## src/rtl/rr_priority_arbiter.sv

```systemverilog
// Eight-way grant controller: fixed (highest bit) or rotating-priority arbitration with
// registered one-hot/binary grant, owner-driven release and a hold-timeout reclaim.
module rr_priority_arbiter #(
    parameter int unsigned MAX_HOLD = 16
) (
    input  logic       i_clk,
    input  logic       i_rst,
    input  logic [7:0] i_req,
    input  logic       i_done,
    input  logic       i_mode,
    output logic [7:0] o_gnt,
    output logic [2:0] o_gnt_id,
    output logic       o_gnt_valid,
    output logic       o_timeout
);

    localparam int unsigned CW = (MAX_HOLD > 1) ? $clog2(MAX_HOLD) : 1;
    localparam logic [CW-1:0] HoldLast = CW'(MAX_HOLD - 1);

    typedef enum logic {StIdle, StGrant} state_e;

    state_e        r_state;
    logic [2:0]    r_ptr;
    logic [CW-1:0] r_cnt;

    logic [2:0] w_fix_id;
    logic [2:0] w_rr_id;
    logic [2:0] w_idx;
    logic [2:0] w_win;

    always_comb begin
        w_fix_id = 3'd0;
        w_rr_id  = 3'd0;
        w_idx    = 3'd0;
        // Ascending scan: the last hit is the highest set bit.
        for (int i = 0; i < 8; i++) begin
            if (i_req[i]) w_fix_id = 3'(i);
        end
        // Descending offset scan: the last hit is the first requester at or after r_ptr.
        for (int i = 7; i >= 0; i--) begin
            w_idx = r_ptr + 3'(i);
            if (i_req[w_idx]) w_rr_id = w_idx;
        end
        w_win = i_mode ? w_rr_id : w_fix_id;
    end

    always_ff @(posedge i_clk) begin
        if (i_rst) begin
            r_state     <= StIdle;
            r_ptr       <= 3'd0;
            r_cnt       <= '0;
            o_gnt       <= 8'h00;
            o_gnt_id    <= 3'd0;
            o_gnt_valid <= 1'b0;
            o_timeout   <= 1'b0;
        end else begin
            o_timeout <= 1'b0;
            case (r_state)
                StIdle: begin
                    if (|i_req) begin
                        o_gnt       <= 8'd1 << w_win;
                        o_gnt_id    <= w_win;
                        o_gnt_valid <= 1'b1;
                        r_cnt       <= '0;
                        if (i_mode) r_ptr <= w_win + 3'd1;
                        r_state     <= StGrant;
                    end
                end
                StGrant: begin
                    r_cnt <= r_cnt + 1'b1;
                    if (i_done || !i_req[o_gnt_id] || (r_cnt == HoldLast)) begin
                        o_gnt       <= 8'h00;
                        o_gnt_id    <= 3'd0;
                        o_gnt_valid <= 1'b0;
                        r_state     <= StIdle;
                        // Only a pure expiry is reported; a normal release wins a tie.
                        o_timeout   <= !i_done && i_req[o_gnt_id];
                    end
                end
                default: r_state <= StIdle;
            endcase
        end
    end

endmodule

```

## config.mk

```make
export PLATFORM = sky130hd
export DESIGN_NAME = rr_priority_arbiter
export DESIGN_NICKNAME = d
export VERILOG_FILES = /design/src/rtl/rr_priority_arbiter.sv
export SDC_FILE = /design/constraint.sdc
export NUM_CORES = 1
export LEC_CHECK = 0
export CAP_MARGIN = 30
export CORE_MARGIN = 4
export CORE_UTILIZATION = 40
export DETAILED_ROUTE_END_ITERATION = 7
export MAX_ROUTING_LAYER = met4
export PLACE_DENSITY_LB_ADDON = 0.12
export SETUP_SLACK_MARGIN = 0.02
export SLEW_MARGIN = 40
export SYNTH_ARGS = -nofsm -noshare
export SYNTH_HDL_FRONTEND = slang
export SYNTH_SLANG_ARGS = --single-unit
```

## constraint.sdc

```tcl
create_clock -name i_clk -period 4.2 [get_ports i_clk]
set_input_delay 0.42 -clock i_clk [delete_from_list [all_inputs] [get_ports i_clk]]
set_output_delay 0.42 -clock i_clk [all_outputs]
set_load 0.05 [all_outputs]
```

==> metrics.cfg <==
[finish]
areaGrowthSynthToFinish_pct = 17.46
diodes = 0
layout_common_cells = 24 x clkdlybuf4s50_1, 21 x dfxtp_1, 12 x mux4_2, 12 x nor2_1
drive_above_1_share_pct = 15.08
fin_nets = 220
final_common_cell = clkdlybuf4s50_1

[yosys]
synthTopCellsByArea = dfxtp_1 24%, mux4_2 15%, mux2i_1 6.2%
syn_area_per_cell_um2 = 9.904
synthArstFlopShare_pct = 0
yosys-mux-area-fraction_pct = 24.34
synth-compound-area-share_pct = 24.34
synth_top_family_by_area = compound AO/OA/AOI/OAI gates
syn_area_um2 = 1763
synth.distinct_cells = 49
synth-seq-area-share_pct = 23.85
synth_edf_count = 0
yosys.area.top_type = dfxtp_1
ys_seq_elements = 21
synth_top_cell_area_share_pct = 23.85
synth_simple_gate_area_share_pct = 14.27
yosys_warnings = 0
synthFlopType = dfxtp_1
synthAdderAreaFrac_pct = 5.678
synth_xor_area_share_pct = 2.484
synthCells = 178
synth_nets = 198

[pwr]
p_leak_nw = 0.7728
max-vdd-ir-drop_uv = 206.0
p_per_area_nw_per_um2 = 426.7

[sta]
hold_viol = 0
worstMarginPinSlew_ns = 0.6683
skew_ns = 0.005802
fin_tns_setup_ns = 0
min_period_ns = 3.369
rsz0062_at_grt = no
drv_slew = 0
slew_headroom_pct = 55.38
setup_slack_ns = 0.8309
period_share_pct = 80.22
setup_viol = 0
fmax_mhz = 296.8

[floorplanning]
core_um2 = 4144
die_width_um = 74.39
start_util_pct = 42.54
die_h_um = 74.39
dieArea_um2 = 5533
rows = 23
io_pins = 25

[setup_path]
required_ns = 4.33
critPathKind = flop to flop
reg2regPathDepth = 11
worstReg2RegEnd = r_ptr[2]$_SDFFE_PP0P_
crit_fanout = 8
r2r-start = r_ptr[0]$_SDFFE_PP0P_
endpoint_kind = flop
slowest_delay_ns = 0.61
reg2reg_slack_ns = 0.83
cp_num_cells = 11
worstSetupStartpoint = r_ptr[0]$_SDFFE_PP0P_
endpoint = r_ptr[2]$_SDFFE_PP0P_
start_kind = flop
path_buf_inv = 1
crit_slowest_cell = mux4_2
crit_chain = inv_1 -> ha_1 -> mux4_2 -> mux2_4 -> o21a_1 -> a2111oi_4 -> a211oi_2 -> ha_1 -> ha_1 -> nand3_1 -> a21oi_1
path_common_cell = ha_1
critPathTopFamily = adder cells
cp_data_arrival_time_ns = 3.50

[clock_tree]
clock_sinks = 21
insertion_delay_ns = 0.26
clockBufferDepth = 2
clk_pin_slew_worst_paths_ns = 0.07
postCtsSetupRepairBufs = 0
cts.repair.resized = 0
cts_root_buf = clkbuf_8
numCtsBuffers = 3
htreeDepth = 1
holdBufCountCts = 0
tritoncts = yes

[global_route]
first_global_vias = 1552
grt_max_degree = 16
antenna_found_initial = 0
grt_usage_pct = 18.23
grt_pass1_wl_mm = 7.776
grt-ovfl-total = 0

[drt]
wl_mm = 4.455
drt-initial-drc-count = 64
wl_per_cell_um = 17.89
num_vias = 1547
drc = 0
drt-vias-per-instance = 6.213
drt_first_pass_iters = 4
ant_nets = 0

[placed_design]
portBuffers = 24
dp_hpwl_mm = 3.394
place.gp.congestion = 0.8833
dp_slack_ns = 0.7914

[flow_run]
drv_cap = 0

[outcome]
status = finished, final reports clean

[min_path]
hold_path.class = flop to flop

==> state kept, by name, indices dropped and copies added (netlist names) <==
register / count
r_ptr: 3
r_cnt: 4
o_timeout: 1
o_gnt_valid: 1
o_gnt_id: 3
o_gnt: 8
r_state: 1
==> through the flow <==
step | util [%] | instances | instance area (um2) | hold slack [ns] | power (mW)
2_1_floorplan | - | 178 | 1763 | 0.4523 | 0.6436
3_3_place_gp | 48.88 | 245 | 2026 | 0.4469 | 0.7457
3_5_place_dp | 48.88 | 245 | 2026 | 0.4486 | 0.7542
4_1_cts | 49.97 | 249 | 2071 | 0.4723 | 0.8899
5_1_grt | 49.97 | 249 | 2071 | 0.4980 | 0.9551
6_report | 49.97 | 249 | 2071 | 0.4677 | 0.8836
==> worst min path at each step <==
stage                                     start                     to  slack [ns]  cells after the start
after floorplan           r_cnt[3]$_SDFFE_PP0P_  r_cnt[3]$_SDFFE_PP0P_        0.45                      2
after global routing      o_gnt[2]$_SDFFE_PP0P_  o_gnt[2]$_SDFFE_PP0P_        0.50                      1
after detailed placement  o_gnt[1]$_SDFFE_PP0P_  o_gnt[1]$_SDFFE_PP0P_        0.45                      1
final                     o_gnt[4]$_SDFFE_PP0P_  o_gnt[4]$_SDFFE_PP0P_        0.47                      1
after global placement    o_gnt[0]$_SDFFE_PP0P_  o_gnt[0]$_SDFFE_PP0P_        0.45                      1
after CTS                 o_gnt[1]$_SDFFE_PP0P_  o_gnt[1]$_SDFFE_PP0P_        0.47                      1
==> cell usage after synthesis, types with 2 or more instances <==
cell / count
dfxtp_1: 21
or4b_1: 2
nand3_1: 4
nand2b_1: 2
o211ai_1: 4
nor2_1: 12
mux2_2: 3
a32o_1: 3
and3b_1: 2
buf_2: 5
a221oi_1: 4
nand2_1: 11
o21ai_0: 4
o2bb2ai_1: 4
clkbuf_1: 2
xnor2_1: 2
a211oi_2: 2
mux4_2: 12
o21a_1: 2
ha_1: 8
inv_1: 9
buf_6: 2
nor3_1: 5
xor2_1: 3
a22o_1: 5
a22oi_1: 2
a21oi_1: 11
mux2i_1: 11
==> report_power, final <==
group          internal [mW]  switching (mW)
Combinational          0.216           0.292
Clock                 0.0675          0.0615
Sequential             0.221          0.0264
==> area by class of cell <==
class	instances	area (um2)
multi-input cells	139	1254
well taps	50	62.56
repair buffers	26	255.2
clock buffers	4	45.04
flip-flops and latches	21	420.4
fillers	392	2073
inverters	9	33.78
==> cell families after synthesis <==
family / count (synthesis)
flip-flops: 21
multiplexers: 27
XOR/XNOR: 5
adder cells (fa/ha/maj): 8
AND/OR/NAND/NOR: 46
AO/OA/AOI/OAI: 53
buffers and inverters: 18
==> layer usage <==
metal	up-vias	share of wire, %	GRT usage, %
li1	737	-	-
met1	775	45	22.96
met2	28	51	31.22
met3	7	2.6	2.568
met4	0	1.1	3.557
met5	-	0	-
(Power assumes the default switching activity.)
